## src/rtl/regfile_wb_arbiter_if.sv

```systemverilog
// rtl/regfile_wb_arbiter_if.sv - writeback requester and register-file write port bundle
interface regfile_wb_arbiter_if;
  logic        alu_valid;
  logic [4:0]  alu_addr;
  logic [31:0] alu_data;
  logic        alu_stall;
  logic        md_valid;
  logic [4:0]  md_addr;
  logic [31:0] md_data;
  logic        md_ready;
  logic        write;
  logic [4:0]  in_address;
  logic [31:0] in_data;

  modport master (
    output alu_valid, alu_addr, alu_data, md_valid, md_addr, md_data,
    input  alu_stall, md_ready, write, in_address, in_data
  );

  modport slave (
    input  alu_valid, alu_addr, alu_data, md_valid, md_addr, md_data,
    output alu_stall, md_ready, write, in_address, in_data
  );
endinterface

```

## src/rtl/regfile_wb_arbiter.sv

```systemverilog
// rtl/regfile_wb_arbiter.sv - register-file write-port arbiter between ALU and MUL/DIV results
// ALU wins by default; a MUL/DIV result blocked MAX_WAIT cycles forces one priority cycle.
module regfile_wb_arbiter #(
  parameter int MAX_WAIT = 3
) (
  input  logic                  clk_i,
  input  logic                  rst_i,
  regfile_wb_arbiter_if.slave   rf_io
);
  localparam logic [3:0] MAX_WAIT_C = 4'(MAX_WAIT);

  typedef enum logic {NORMAL, MD_PRIO} state_e;

  state_e      state_q, state_d;
  logic [3:0]  wait_q, wait_d;
  logic        write_q, write_d;
  logic [4:0]  addr_q, addr_d;
  logic [31:0] data_q, data_d;
  logic        alu_grant;
  logic        md_xfer;

  always_ff @(posedge clk_i or posedge rst_i) begin
    if (rst_i) begin
      state_q <= NORMAL;
      wait_q  <= '0;
      write_q <= 1'b0;
      addr_q  <= '0;
      data_q  <= '0;
    end else begin
      state_q <= state_d;
      wait_q  <= wait_d;
      write_q <= write_d;
      addr_q  <= addr_d;
      data_q  <= data_d;
    end
  end

  always_comb begin
    state_d         = state_q;
    wait_d          = wait_q;
    write_d         = 1'b0;
    addr_d          = addr_q;
    data_d          = data_q;
    rf_io.alu_stall = (state_q == MD_PRIO);
    rf_io.md_ready  = (state_q == MD_PRIO) ? 1'b1 : !rf_io.alu_valid;
    alu_grant       = (state_q == NORMAL) && rf_io.alu_valid;
    md_xfer         = rf_io.md_valid && rf_io.md_ready;

    // The counter only measures the current blocked MD result.
    if (!rf_io.md_valid || md_xfer) begin
      wait_d = '0;
    end else begin
      wait_d = wait_q + 4'd1;
    end

    case (state_q)
      NORMAL: begin
        if (rf_io.md_valid && !md_xfer && (wait_d == MAX_WAIT_C)) begin
          state_d = MD_PRIO;
        end
      end
      MD_PRIO: begin
        if (md_xfer || !rf_io.md_valid) begin
          state_d = NORMAL;
        end
      end
      default: state_d = NORMAL;
    endcase

    // Grants are mutually exclusive; x0 destinations complete silently.
    if (alu_grant && (rf_io.alu_addr != 5'd0)) begin
      write_d = 1'b1;
      addr_d  = rf_io.alu_addr;
      data_d  = rf_io.alu_data;
    end else if (md_xfer && (rf_io.md_addr != 5'd0)) begin
      write_d = 1'b1;
      addr_d  = rf_io.md_addr;
      data_d  = rf_io.md_data;
    end
  end

  assign rf_io.write      = write_q;
  assign rf_io.in_address = addr_q;
  assign rf_io.in_data    = data_q;
endmodule

```

## src/flat_wrapper.sv

```systemverilog
// flat-port wrapper written by rule: the top's interface ports become plain ports
module regfile_wb_arbiter_flat 
#(
  parameter int MAX_WAIT = 3
)
  (clk_i, rst_i, rf_io_alu_valid, rf_io_alu_addr, rf_io_alu_data, rf_io_md_valid, rf_io_md_addr, rf_io_md_data, rf_io_alu_stall, rf_io_md_ready, rf_io_write, rf_io_in_address, rf_io_in_data);
  regfile_wb_arbiter_if rf_io_i ();
  input  logic clk_i;
  input  logic rst_i;
  input wire logic [$bits(rf_io_i.alu_valid)-1:0] rf_io_alu_valid;
  input wire logic [$bits(rf_io_i.alu_addr)-1:0] rf_io_alu_addr;
  input wire logic [$bits(rf_io_i.alu_data)-1:0] rf_io_alu_data;
  input wire logic [$bits(rf_io_i.md_valid)-1:0] rf_io_md_valid;
  input wire logic [$bits(rf_io_i.md_addr)-1:0] rf_io_md_addr;
  input wire logic [$bits(rf_io_i.md_data)-1:0] rf_io_md_data;
  output wire logic [$bits(rf_io_i.alu_stall)-1:0] rf_io_alu_stall;
  output wire logic [$bits(rf_io_i.md_ready)-1:0] rf_io_md_ready;
  output wire logic [$bits(rf_io_i.write)-1:0] rf_io_write;
  output wire logic [$bits(rf_io_i.in_address)-1:0] rf_io_in_address;
  output wire logic [$bits(rf_io_i.in_data)-1:0] rf_io_in_data;
  assign rf_io_i.alu_valid = rf_io_alu_valid;
  assign rf_io_i.alu_addr = rf_io_alu_addr;
  assign rf_io_i.alu_data = rf_io_alu_data;
  assign rf_io_i.md_valid = rf_io_md_valid;
  assign rf_io_i.md_addr = rf_io_md_addr;
  assign rf_io_i.md_data = rf_io_md_data;
  assign rf_io_alu_stall = rf_io_i.alu_stall;
  assign rf_io_md_ready = rf_io_i.md_ready;
  assign rf_io_write = rf_io_i.write;
  assign rf_io_in_address = rf_io_i.in_address;
  assign rf_io_in_data = rf_io_i.in_data;
  regfile_wb_arbiter #(.MAX_WAIT(MAX_WAIT)) u_core (.clk_i(clk_i), .rst_i(rst_i), .rf_io(rf_io_i));
endmodule
```

## config.mk

```make
export PLATFORM = sky130hd
export DESIGN_NAME = regfile_wb_arbiter_flat
export DESIGN_NICKNAME = d
export VERILOG_FILES = /design/src/rtl/regfile_wb_arbiter_if.sv /design/src/rtl/regfile_wb_arbiter.sv /design/src/flat_wrapper.sv
export SDC_FILE = /design/constraint.sdc
export NUM_CORES = 1
export LEC_CHECK = 0
export ABC_AREA = 1
export CAP_MARGIN = 20
export CELL_PAD_IN_SITES_DETAIL_PLACEMENT = 1
export CELL_PAD_IN_SITES_GLOBAL_PLACEMENT = 1
export CORE_AREA = 2 2 93 95
export DETAILED_ROUTE_END_ITERATION = 12
export DIE_AREA = 0 0 95 97
export PLACE_DENSITY_LB_ADDON = 0.1
export SETUP_SLACK_MARGIN = 0.1
export SLEW_MARGIN = 30
export SYNTH_ARGS = -nofsm -noshare
export SYNTH_HDL_FRONTEND = slang
export SYNTH_SLANG_ARGS = --single-unit
```

## constraint.sdc

```tcl
create_clock -name clk_i -period 2.7 [get_ports clk_i]
set_input_delay 0.54 -clock clk_i [delete_from_list [all_inputs] [get_ports clk_i]]
set_output_delay 0.54 -clock clk_i [all_outputs]
set_load 0.01 [all_outputs]
```

==> results.ini <==
[clock_tree]
path_clk_slew_ps=80
cts.sinks=43
cts.htree.levels=2
cts_tree=yes
cts_hold_buf=0
cts-buffers-inserted=5
root_buffer=clkbuf_8
post_cts_buffers=0
clockBufferDepth=2
post_cts_resized=0
clkLatencyLatePin_ps=300

[pwr]
ir_drop_mv=0.196
p_leak_nw=1.86
power_density_nw_per_um2=501
power.total_mw=1.85

[timing]
tns_ps=0
max_clock_freq_ghz=0.443
finalCritPeriodShare=0.837
drv_slew=0
tightest_slew_ps=653
slew_headroom=0.563
worst_clock_skew_ps=14.6
period_needed_ps=2260
timing.hold.ws_ps=510
setup_viol=0
rsz0062_at_grt=false
hold_violations=0

[global_routing]
grt_usage=0.167
grt_start_max_net_pins=44
grt_pass1_wl_um=12200
antenna_found_initial=0
first_global_vias=2518
overflow=0

[floorplanning]
coreArea_um2=8130
dieArea_um2=9220
fp-row-count=33
start_util=0.288
dieWidth_um=95
ios=118
die_h_um=97

[layout]
layout_commonest_cell=nand2_1
layout_common_cells=158 x nand2_1, 117 x clkdlybuf4s50_1, 73 x nand3_1, 43 x dfrtp_1
num_antenna_cells=0
drive_gt1_frac=0.0573
area_delta_synth_final_pct=57.5
fin_area_um2=3690
fin_nets=514

[logic_synthesis]
postSynthCellCount=324
synth_top_area_frac=0.459
synth-warning-count=0
synth_nets=403
seq_area_frac_synth=0.459
synthTopCellsByArea=dfrtp_1 46%, nand2_1 25%, nand3_1 16%
avgSynthCellArea_um2=7.24
synth_area_leader_cell=dfrtp_1
syn_area_um2=2340
ys_ff_latch=43
synth.distinct_cells=17

[detailed_routing]
dr_wl_met2_um=3540
routedLengthMet1_um=3550
drc=0
first_iter_violations=68
dr.pass1.iters=4
drt-wirelength-per-cell_um=14.1
via_per_inst=4.58
antenna_left=0
drt_wl_total_um=7650
highest_layer=met4
vias=2478
wl_met3_um=521

[setup_path]
end_kind=output pin
crit_required_ps=2160
ff2ff_setup_slack_ps=1050
worstPathMaxFanout=4
path_class=in2out
cp_data_arrival_time_ps=1720
crit_path_start_kind=primary input

[placement]
portBuffers=117
dpl.hpwl_um=5560
place_area_um2=3580
place.gp.congestion=0.759

[run_status]
outcome=finished clean

[job]
drv_cap=0

[min_path]
hp-class=reg2reg

flip-flops by register name, summed over array words and instances, names as in the netlist:
| register | cells |
|---|---|
| u_core.rf_io.alu_stall | 1 |
| u_core.rf_io.in_address | 5 |
| u_core.rf_io.in_data | 32 |
| u_core.rf_io.write | 1 |
| u_core.wait_q | 4 |
report_power, final:
part / switching (mW) / internal [mW]
clock: 0.230 / 0.276
combinational: 0.258 / 0.317
sequential: 0.0452 / 0.725
total: 0.533 / 1.32
worst paths after layout:
| check | cells after the start | from | endpoint |
|---|---|---|---|
| min in group asynchronous | 3 | rst_i | u_core.rf_io.in_data[5] |
| min | 2 | u_core.rf_io.in_data[15] | u_core.rf_io.in_data[15] |
| max in group asynchronous | 3 | rst_i | u_core.rf_io.alu_stall |
| max | 5 | rf_io_alu_valid | rf_io_md_ready |
| min reg2reg | 2 | u_core.rf_io.in_data[15] | u_core.rf_io.in_data[15] |
| max reg2reg | 7 | u_core.rf_io.alu_stall | u_core.rf_io.in_data[13] |
layout make-up:
type / instances / area [um^2]
Inverter: 10 / 37.5
Fill cell: 1018 / 4440
Clock buffer: 5 / 68.8
Multi-Input combinational cell: 248 / 1080
Timing Repair Buffer: 127 / 1260
Tap cell: 105 / 131
Sequential cell: 43 / 1080
Clock inverter: 3 / 43.8
cells in the mapped netlist (all sizes together):
cell,count
nand2,159
nand3,74
dfrtp,43
buf,19
nor2,12
inv,10
clkbuf,4
ha,1
o21ai,1
xnor2,1
cell families (layout without fill, tap and decap cells):
family          after synthesis  count (layout)  share of synthesized area
xor+xnor                      1               1                    0.00374
buf+inv                      33             145                     0.0864
fa+ha+maj                     1               1                    0.00534
flops                        43              43                      0.459
compound gates                1               1                    0.00213
simple gates                245             245                      0.443
through the flow:
stage	utilization	instances	setup WS, ps
after global routing	0.454	541	318
after detailed placement	0.440	533	226
final	0.454	541	441
after CTS	0.454	541	428
after global placement	0.440	533	313
after floorplan	-	324	1040
worst max-delay path, cell delays in order:
cell and delay (ps):
clkdlybuf4s50_1 460, inv_1 60, nor2_4 110, inv_1 60, clkdlybuf4s50_1 490
per-layer routing:
metal,global-route usage,up-vias
met5,0,-
met4,0.0268,0
met2,0.274,72
met3,0.0460,2
met1,0.224,1159
li1,-,1245
(Power assumes the default switching activity.)
